==> src/rtl/ocs_slot_sched.sv <==
// Slot scheduler: derives slot boundaries from corrected local time, produces
// the guard/data windows, and supervises lock against periodic time sync.
module ocs_slot_sched #(
  parameter int P_SLOT_LEN_LOG2 = 10,
  parameter int P_GUARD_LEN     = 64,
  parameter int P_SYNC_PERIOD   = 16
) (
  input  logic        i_clk,
  input  logic        i_rst_n,
  input  logic        i_stat_rx_status,
  input  logic        i_syn_done,
  input  logic [63:0] i_local_time,
  output logic        o_new_slot_start,
  output logic        o_slot_id,
  output logic        o_guard,
  output logic        o_data_window,
  output logic        o_syn_req,
  output logic        o_time_jump,
  output logic        o_locked
);

  localparam int L = P_SLOT_LEN_LOG2;
  localparam logic [L-1:0] GUARD_PH = L'(P_GUARD_LEN);
  localparam logic [15:0]  SYNC_1X  = 16'(P_SYNC_PERIOD);
  localparam logic [15:0]  SYNC_2X  = 16'(2 * P_SYNC_PERIOD);

  typedef enum logic [1:0] {
    S_IDLE       = 2'd0,
    S_WAIT_ALIGN = 2'd1,
    S_GUARD      = 2'd2,
    S_DATA       = 2'd3
  } state_t;

  state_t       state, state_n;
  logic [15:0]  sn, sn_d, sn_inc;
  logic [15:0]  cnt, cnt_n, cnt_inc;
  logic [L-1:0] ph;
  logic         first, boundary, jump;
  logic         start_n, slot_id_n, req_n, jump_n;
  logic         unused_hi;

  assign sn        = i_local_time[L+15:L];
  assign ph        = i_local_time[L-1:0];
  assign unused_hi = ^i_local_time[63:L+16];
  assign sn_inc    = sn_d + 16'd1;
  assign cnt_inc   = cnt + 16'd1;
  // No history exists in the first cycle after reset, so no boundary then.
  assign boundary  = !first && (sn != sn_d);
  // Any boundary that is not the next slot in sequence (forward or backward).
  assign jump      = boundary && (sn != sn_inc);

  // Slot-number history register.
  always_ff @(posedge i_clk or negedge i_rst_n) begin
    if (!i_rst_n) begin
      sn_d  <= '0;
      first <= 1'b1;
    end else begin
      sn_d  <= sn;
      first <= 1'b0;
    end
  end

  // State register, slot counter and registered outputs.
  always_ff @(posedge i_clk or negedge i_rst_n) begin
    if (!i_rst_n) begin
      state            <= S_IDLE;
      cnt              <= '0;
      o_new_slot_start <= 1'b0;
      o_slot_id        <= 1'b0;
      o_syn_req        <= 1'b0;
      o_time_jump      <= 1'b0;
      o_guard          <= 1'b0;
      o_data_window    <= 1'b0;
      o_locked         <= 1'b0;
    end else begin
      state            <= state_n;
      cnt              <= cnt_n;
      o_new_slot_start <= start_n;
      o_slot_id        <= slot_id_n;
      o_syn_req        <= req_n;
      o_time_jump      <= jump_n;
      o_guard          <= (state_n == S_GUARD);
      o_data_window    <= (state_n == S_DATA);
      o_locked         <= (state_n == S_GUARD) || (state_n == S_DATA);
    end
  end

  // Next state, counter update and pulse generation.
  always_comb begin
    state_n   = state;
    cnt_n     = cnt;
    start_n   = 1'b0;
    slot_id_n = o_slot_id;
    req_n     = 1'b0;
    jump_n    = 1'b0;
    if (!i_stat_rx_status) begin
      state_n = S_IDLE;
    end else begin
      case (state)
        S_IDLE: begin
          if (i_syn_done) state_n = S_WAIT_ALIGN;
        end
        S_WAIT_ALIGN: begin
          // Lock on the first boundary; it is never reported as a jump.
          if (boundary) begin
            state_n   = S_GUARD;
            start_n   = 1'b1;
            slot_id_n = sn[0];
            cnt_n     = '0;
          end
        end
        S_GUARD, S_DATA: begin
          if (boundary) begin
            cnt_n  = cnt_inc;
            jump_n = jump;
            req_n  = (cnt_inc == SYNC_1X) || (cnt_inc == SYNC_2X);
            // A sync-done in the same cycle rescues the lock.
            if (cnt_inc == SYNC_2X && !i_syn_done) begin
              state_n = S_IDLE;
            end else begin
              state_n   = S_GUARD;
              start_n   = 1'b1;
              slot_id_n = sn[0];
            end
          end else if (state == S_GUARD && ph >= GUARD_PH) begin
            state_n = S_DATA;
          end
        end
        default: state_n = S_IDLE;
      endcase
    end
    // Boundary is accounted first, then the sync clears the count.
    if (i_syn_done) cnt_n = '0;
  end

endmodule

==> config.mk <==
export PLATFORM = sky130hd
export DESIGN_NAME = ocs_slot_sched
export DESIGN_NICKNAME = d
export VERILOG_FILES = /design/src/rtl/ocs_slot_sched.sv
export SDC_FILE = /design/constraint.sdc
export NUM_CORES = 1
export LEC_CHECK = 0
export BUFFER_PORTS_ARGS = -buffer_cell sky130_fd_sc_hd__buf_4
export CAP_MARGIN = 10
export CORE_ASPECT_RATIO = 0.9
export CORE_MARGIN = 1
export CORE_UTILIZATION = 50
export DETAILED_ROUTE_END_ITERATION = 10
export PLACE_DENSITY = 0.88
export RECOVER_POWER = 25
export SYNTH_ARGS = -nofsm -noshare
export SYNTH_HDL_FRONTEND = slang
export SYNTH_SLANG_ARGS = --single-unit
==> constraint.sdc <==
create_clock -name i_clk -period 3.1 [get_ports i_clk]
set_input_delay 0.31 -clock i_clk [delete_from_list [all_inputs] [get_ports i_clk]]
set_output_delay 0.31 -clock i_clk [all_outputs]
set_load 0.01 [all_outputs]
==> results of run 1 <==
final cells by class:
type / count / area share [%]
Multi-Input combinational cell: 228 / 50.5
Sequential cell: 42 / 35.2
Timing Repair Buffer: 31 / 5.78
Tap cell: 65 / 2.72
Clock buffer: 5 / 2.31
Clock inverter: 3 / 2.31
Inverter: 9 / 1.13
cell usage in the layout (no fill, tap or decap), types with 3 or more instances in the layout:
cell,instances
nand3_1,15
clkbuf_8,5
nor4_1,6
nor2_1,19
nand2_1,26
buf_4,14
nor3_1,7
mux2i_1,5
nand2b_1,3
a31oi_1,8
or4_1,7
nand4_1,9
o21ai_0,16
or3_1,7
xor2_1,8
inv_1,9
and3_1,3
clkbuf_1,16
xnor2_1,16
dfrtp_1,41
a21oi_1,19
where the power goes:
group	total (W)	leakage (nW)	switching, W	internal [W]
clock	0.000533	0.0683	0.000210	0.000323
combinational	0.000156	0.571	0.0000898	0.0000657
sequential	0.000592	0.541	0.0000238	0.000568
worst max-delay path by stage:
stage | cells after the start | slack (ns) | to | start
global placement | 7 | 0.54 | o_slot_id$_DFFE_PN0P_ | cnt[0]$_DFFE_PN0P_
global route | 7 | 0.33 | o_slot_id$_DFFE_PN0P_ | cnt[0]$_DFFE_PN0P_
CTS | 7 | 0.45 | o_slot_id$_DFFE_PN0P_ | cnt[0]$_DFFE_PN0P_
finish | 7 | 0.47 | o_slot_id$_DFFE_PN0P_ | cnt[0]$_DFFE_PN0P_
floorplan | 8 | 0.80 | o_slot_id$_DFFE_PN0P_ | cnt[0]$_DFFE_PN0P_
detailed placement | 7 | 0.48 | o_slot_id$_DFFE_PN0P_ | cnt[0]$_DFFE_PN0P_
logic make-up after synthesis:
group | after synthesis
fa+ha+maj | 2
buf+inv | 23
mux | 7
simple gates | 128
other cells | 1
flops | 42
compound gates | 65
xor+xnor | 25
layer usage:
metal,up-vias,wire length (µm),GRT usage [%]
li1,1127,-,-
met1,1093,2740,32.0
met2,78,2880,36.8
met3,10,308,4.08
met4,0,95,8.89
met5,-,0,0
flip-flops by register name, summed over array words and instances, names as in the netlist:
name	flops
cnt	16
first	1
o_data_window	1
o_guard	1
o_locked	1
o_new_slot_start	1
o_slot_id	1
o_syn_req	1
o_time_jump	1
sn_d	16
state	2
metrics by stage:
step | total power, W | worst slack (ns) | instances | cell area (µm²)
final | 0.00128 | 0.474 | 383 | 2990
after floorplan | 0.000693 | 0.801 | 293 | 2680
after global placement | 0.000758 | 0.536 | 375 | 2910
after detailed placement | 0.000766 | 0.480 | 375 | 2910
after CTS | 0.00129 | 0.454 | 383 | 3050
after global routing | 0.00133 | 0.334 | 383 | 2990
==> metrics.md, run 1 <==
| Metric | Value |
|---|---|
| CTS H-tree depth | `2` |
| Setup violations, final | `0` |
| Initial DRC Count | `137` |
| Reg2reg setup slack | `approximately 0.47 ns` |
| Later-pin clock latency in the skew report | `a little over 0.3 ns` |
| Setup bufs post-CTS | `0` |
| Post-synth ARST share | `100%` |
| Outcome | `finished with violations` |
| DPL Wire Length | `~4200 µm` |
| Post-Syn Area | `roughly 0.0027 mm²` |
| Initial antenna violation count | `0` |
| CTS Buf Count | `5` |
| CTS Hold Bufs | `0` |
| Wirelength per Cell | `approximately 16 µm` |
| Kind of critical path | `reg2reg` |
| Post-synthesis xor/xnor area fraction | `under 10%` |
| Warning count from the yosys run | `0` |
| Fraction of the mapped netlist area in adder cells | `less than 1%` |
| Syn avg cell area | `9.15 µm²` |
| Setup TNS | `0 ns` |
| Clock sinks | `42` |
| Buffers on Ports | `30` |
| Die Height | `71.5 µm` |
| R2R Path Start | `cnt[0]$_DFFE_PN0P_` |
| Hold Crit Depth | `1` |
| Simple-Gate Fraction of Synth Area | `between 20% and 30%` |
| Power density over the cells | `approximately 430 mW/mm²` |
| Remaining Overflow, GRT | `0` |
| Max FO, Critical Path | `6` |
| Root Driver | `clkbuf_8` |
| Failing checks | `max-capacitance violations, max-slew violations` |
| Fin. max-slew vios | `43` |
| Max stage delay cell, worst path | `dfrtp_1` |
| First-pass iteration count of the detailed router | `4` |
| Detail-routed via count per cell | `between 6 and 7` |
| Placer Congestion | `slightly above 0.9` |
| Count leader, synth | `dfrtp_1` |
| Largest cells by area after synthesis | `dfrtp_1, xnor2_1, nand2_1` |
| Worst path buffer plus inverter count | `0` |
| Synth Instances | `around 300` |
| Fin crit share | `a little over four fifths` |
| CP startpoint kind | `flop` |
| Worst R2R End | `o_slot_id$_DFFE_PN0P_` |
| Post-synthesis compound-gate area fraction | `between 10% and 20%` |
| Worst vdd ir | `between 200 and 300 µV` |
| Hold endpoint | `sn_d[7]$_DFF_PN0_` |
| Most used DFF post-synth | `dfrtp_1` |
| Hold crit path type | `in2reg` |
| Initial Util | `53.8%` |
| EDFF count, synth | `0` |
| Reg2Reg Depth | `7` |
| Largest family of logic cells by synthesized area | `simple AND/OR/NAND/NOR gates` |
| Total Routed Length | `around 6000 µm` |
| CP max stage delay | `about 0.50 ns` |
| Finished Core Util | `between 50% and 60%` |
| Die area | `approximately 0.0057 mm²` |
| CTS max path bufs | `2` |
| CTS tree | `built` |
| Biggest area consumer among synthesized cells | `dfrtp_1` |
| Fin Hold WS | `about 0.14 ns` |
| Hold Violations, Final | `0` |
| Fill cell count | `approximately 420` |
| Worst Path Arrival | `around 2.8 ns` |
| Max Cap Viol | `1` |
| P&R area growth vs syn | `11.4%` |
| Die width | `between 70 and 80 µm` |
| Nets | `~390` |
| Worst-path cell chain | `ha_1 > nand3_1 > nor2_1 > nand4_1 > a211o_1 > o31ai_4 > mux2_4` |
| Min-delay src | `i_local_time[17]` |
| Leak pwr | `~1.2 nW` |
| Via count | `between 2000 and 2500` |
| Gr usage total | `23.3%` |
| Crit path required time | `3.30 ns` |
| Area occupied by multi-input gates | `roughly 0.0015 mm²` |
| RSZ-0062 raised after global routing | `false` |
| Number of distinct library cells after synthesis | `61` |
| Layout cells sized above 1 | `14.2%` |
| Share of synthesized area spent on multiplexers | `approximately 2.8%` |
| Min Tclk post-route | `about 2.6 ns` |
| Clock transition at path regs | `roughly 0.09 ns` |
| First-pass GRT wire length | `between 10000 and 15000 µm` |
| Vias in the first global route | `~2200` |
| Largest net degree at the start of global routing | `between 40 and 50` |
| Clk_skew | `approximately 0.013 ns` |
| Syn Nets | `around 360` |
| N_diodes | `0` |
| Slew margin rel. | `-49.7%` |
| Sequential-to-total area share from yosys stat | `about two fifths` |
| Seq cells post-synth | `42` |
| Top cells by count, synth | `dfrtp_1, nand2_1, a21oi_1, nor2_1` |
| FF/Latch Area | `between 0.001 and 0.0015 mm²` |
| I/O pin count | `75` |
| Row count | `24` |
| # resized after CTS | `0` |
| Residual DRC | `0` |
| Post-synth top area share | `between 30% and 40%` |
| Area of the core | `0.00498 mm²` |
| CP endpoint kind | `flop` |
| Top Family by Delay on Critical Path | `compound AO/OA/AOI/OAI gates` |
| Worst Tran Pin Value | `2.25 ns` |
| Antenna-violating nets left | `0` |
| Fmax | `381 MHz` |
Note: power is estimated with default switching activity, not from simulation.
==> inputs of run 2 (changes only) <==
--- a/config.mk
+++ b/config.mk
@@ -5,6 +5,7 @@
 export SDC_FILE = /design/constraint.sdc
 export NUM_CORES = 1
 export LEC_CHECK = 0
+export ABC_AREA = 1
 export BUFFER_PORTS_ARGS = -buffer_cell sky130_fd_sc_hd__buf_4
 export CAP_MARGIN = 10
 export CORE_ASPECT_RATIO = 0.9
==> constraint.sdc (replaced) <==
create_clock -name i_clk -period 2.6 [get_ports i_clk]
set_input_delay 0.26 -clock i_clk [delete_from_list [all_inputs] [get_ports i_clk]]
set_output_delay 0.26 -clock i_clk [all_outputs]
set_load 0.01 [all_outputs]
==> run 2 against run 1 <==
Highest routed layer unchanged. Fmax rose by 35%. The run now ends clean. Critical path depth rose by 5. Largest cell class unchanged. Synthesized cell count is 28% higher. Utilization increased by 0.30 points. Clock skew down 0.0043 ns. First-iteration DRC count grew 20%. Cell count grew 24%. Sequential share of layout area decreased by 0.18 points.
==> metrics.md, run 2 <==
| Metric | Value |
|---|---|
| CP endpoint kind | `flop` |
| Reg2Reg Depth | `12 (+5)` |
| Clock sinks | `42 (unchanged)` |
| Sequential-to-total area share from yosys stat | `39.7% (+0.39 points)` |
| Hold endpoint | `sn_d[15]$_DFF_PN0_` |
| Gr usage total | `22.6% (-0.68 points)` |
| P&R area growth vs syn | `13.1%` |
| Max FO, Critical Path | `5 (-1)` |
| Post-synth top area share | `38.7% (+0.38 points)` |
| Post-Syn Area | `0.00265 mm² (-0.98%)` |
| Number of distinct library cells after synthesis | `32 (-48%)` |
| Vias in the first global route | `2364 (+8.5%)` |
| Outcome | `completed` |
| Highest routed metal layer | `met4` |
| Min-delay src | `i_local_time[25]` |
| R2R Path Start | `sn_d[1]$_DFF_PN0_` |
| Max Cap Viol | `0 (-1)` |
| Syn Nets | `444 (+22%)` |
| Design Area, Final | `0.00300 mm² (+0.50%)` |
| Largest net degree at the start of global routing | `43 (unchanged)` |
| Top cells by count, synth | `nand2_1, inv_1, dfrtp_1, nor2_1, nand3_1` |
| Power density over the cells | `469 mW/mm² (+9.4%)` |
| Slew margin rel. | `30.6% (+80 points)` |
| Hold Violations, Final | `0 (unchanged)` |
| Worst R2R End | `o_time_jump$_DFF_PN0_` |
| Kind of critical path | `reg2reg` |
| Largest cells by area after synthesis | `dfrtp_1, nand2_1, nand3_1` |
| Die width | `78.8 µm (-0.48%)` |
| Setup violations, final | `0 (unchanged)` |
| CTS max path bufs | `2 (unchanged)` |
| First-pass iteration count of the detailed router | `4 (unchanged)` |
| Later-pin clock latency in the skew report | `0.30 ns (about the same)` |
| Antenna-violating nets left | `0 (unchanged)` |
| I/O pin count | `75 (unchanged)` |
| Most used DFF post-synth | `dfrtp_1` |
| RSZ-0062 raised after global routing | `false` |
| Row count | `24 (unchanged)` |
| Die Height | `71.1 µm (-0.48%)` |
| Crit path required time | `2.80 ns (-0.50 ns)` |
| Syn avg cell area | `7.10 µm² (-22%)` |
| Wirelength per Cell | `12.2 µm (-22%)` |
| Hold crit path type | `in2reg` |
| Placer Congestion | `0.894 (-1.3%)` |
| Commonest non-fill, non-tap cells in the layout | `nand2_1, inv_1, nor2_1, dfrtp_1, nand3_1` |
| Fin Hold WS | `0.0951 ns (-0.0483 ns)` |
| Area of the core | `0.00498 mm² (unchanged)` |
| N_diodes | `0 (unchanged)` |
| CP startpoint kind | `flop` |
| Via count | `2465 (+6.8%)` |
| Initial Util | `53.2% (-0.53 points)` |
| Remaining Overflow, GRT | `0 (unchanged)` |
| Total Routed Length | `5830 µm (-3.2%)` |
| Fmax | `515 MHz (+35%)` |
| CTS tree | `built` |
| Reg2reg setup slack | `0.66 ns (+0.19 ns)` |
| Clock transition at path regs | `0.08 ns (about the same)` |
| Residual DRC | `0 (unchanged)` |
| Worst vdd ir | `317 µV (+23%)` |
| Detail-routed via count per cell | `5.18 (-14%)` |
| First-pass GRT wire length | `9970 µm (-2.6%)` |
| Fin crit share | `74.6% (-10 points)` |
| Regs by FF count | `cnt: 16 flops, sn_d: 16 flops, state: 2 flops` |
| EDFF count, synth | `0 (unchanged)` |
| Warning count from the yosys run | `0 (unchanged)` |
| Die area | `0.00560 mm² (-0.95%)` |
| Min Tclk post-route | `1.94 ns (-0.686 ns)` |
| Hold Crit Depth | `1 (unchanged)` |
| Leak pwr | `1.55 nW (+32%)` |
| Post-synth ARST share | `100% (unchanged)` |
| CTS Buf Count | `5 (unchanged)` |
| Synth Instances | `374 (+28%)` |
| Placed Instance Area | `0.00294 mm² (+1.2%)` |
| DRT met1 WL | `2480 µm (-9.4%)` |
| Setup bufs post-CTS | `0 (unchanged)` |
| DR WL met2 | `3020 µm (+4.8%)` |
| Most common cell after layout, fill and taps aside | `nand2_1` |
| Initial antenna violation count | `0 (unchanged)` |
| Seq cells post-synth | `42 (unchanged)` |
| Buffers on Ports | `30 (unchanged)` |
| Biggest area consumer among synthesized cells | `dfrtp_1` |
| Worst Tran Pin Value | `1.04 ns (-1.21 ns)` |
| Clk_skew | `0.00853 ns (-0.00433 ns)` |
| Setup TNS | `0 ns (unchanged)` |
| Finished Core Util | `60.2% (+0.30 points)` |
| Count leader, synth | `nand2_1` |
| Nets | `480 (+24%)` |
| Fin. max-slew vios | `0 (-100%)` |
| DPL Wire Length | `4270 µm (+0.49%)` |
| Worst Path Arrival | `2.14 ns (-0.68 ns)` |
| Initial DRC Count | `165 (+20%)` |
| Root Driver | `clkbuf_8` |
| DR WL met3 | `240 µm (-22%)` |
| CTS H-tree depth | `2 (unchanged)` |
| Layout cells sized above 1 | `12.2% (-2.0 points)` |
## run 2: cell types whose count changed in the layout (fill, tap and decap cells not counted), moves of 6 or more
cell / previous run / this run
inv_1: 9 / 48
xnor2_1: 16 / 4
nand2_2: 0 / 7
a21oi_1: 19 / 6
nor2_1: 19 / 41
a31oi_1: 8 / 0
or4_1: 7 / 0
nor2_2: 0 / 8
nand2_1: 26 / 116
nand3_1: 15 / 38
or3_1: 7 / 0
nor4_1: 6 / 0
## run 2: worst max-delay path, cell delays in order, from the launching register on
cell     delay [ns]
dfrtp_1        0.41
ha_1           0.20
nand3_1        0.13
nor2_1         0.22
nand2_1        0.16
nor2_1         0.19
nand2_1        0.09
nand2_1        0.07
nand2_1        0.04
nor2_1         0.11
nand4_1        0.11
nand2_1        0.08
inv_1          0.04
## run 2: cell families after synthesis
logic type | Yosys count | synth area share [%]
buffers and inverters | 52 | 7.87
other | 1 | 0.141
and+or+nand+nor | 234 | 40.5
adders and majority gates | 2 | 0.943
xor gates and xnor gates | 15 | 4.95
DFF | 42 | 39.7
AOI/OAI and AO/OA | 28 | 5.99
## run 2: stage by stage
step / total power [W] / setup slack [ns] / std cells
global placement: 0.000901 / 0.789 / 467
global route: 0.00147 / 0.411 / 476
CTS: 0.00142 / 0.679 / 476
detailed placement: 0.000908 / 0.711 / 467
finish: 0.00141 / 0.660 / 476
floorplan: 0.000822 / 0.997 / 374
## run 2: routing by layer
metal | track usage (%) | vias to the layer above
met5 | 0 | -
met3 | 5.42 | 14
met2 | 40.8 | 45
met1 | 26.0 | 1159
li1 | - | 1247
met4 | 8.02 | 0
## run 2: area by class of cell
class,instances,area [µm²]
Fill cell,446,1980
Multi-Input combinational cell,280,1390
Sequential cell,42,1050
Inverter,50,193
Timing Repair Buffer,31,173
Tap cell,65,81.3
Clock buffer,5,68.8
Clock inverter,3,40.0
## run 2: how the worst max path moves through the flow
stage                       startpoint                    end  slack (ns)  depth (start not counted)
floorplan           cnt[0]$_DFFE_PN0P_      o_guard$_DFF_PN0_         1.0                         12
global placement     sn_d[1]$_DFF_PN0_  o_time_jump$_DFF_PN0_        0.79                         12
detailed placement   sn_d[1]$_DFF_PN0_  o_time_jump$_DFF_PN0_        0.71                         12
CTS                  sn_d[1]$_DFF_PN0_  o_time_jump$_DFF_PN0_        0.68                         12
global route         sn_d[1]$_DFF_PN0_  o_time_jump$_DFF_PN0_        0.41                         12
finish               sn_d[1]$_DFF_PN0_  o_time_jump$_DFF_PN0_        0.66                         12
## run 2: timing repair
action / 4_1_cts / 5_1_grt
hold endpoints to repair: 41 / 0
resized for setup: 0 / 0
hold buffers: 1 / 0
## run 2: power breakdown
| group | leakage, nW | switching, W | internal (W) |
|---|---|---|---|
| clock | 0.0579 | 0.000237 | 0.000283 |
| combinational | 0.954 | 0.000122 | 0.0000693 |
| sequential | 0.542 | 0.0000196 | 0.000678 |
| total | 1.55 | 0.000378 | 0.00103 |
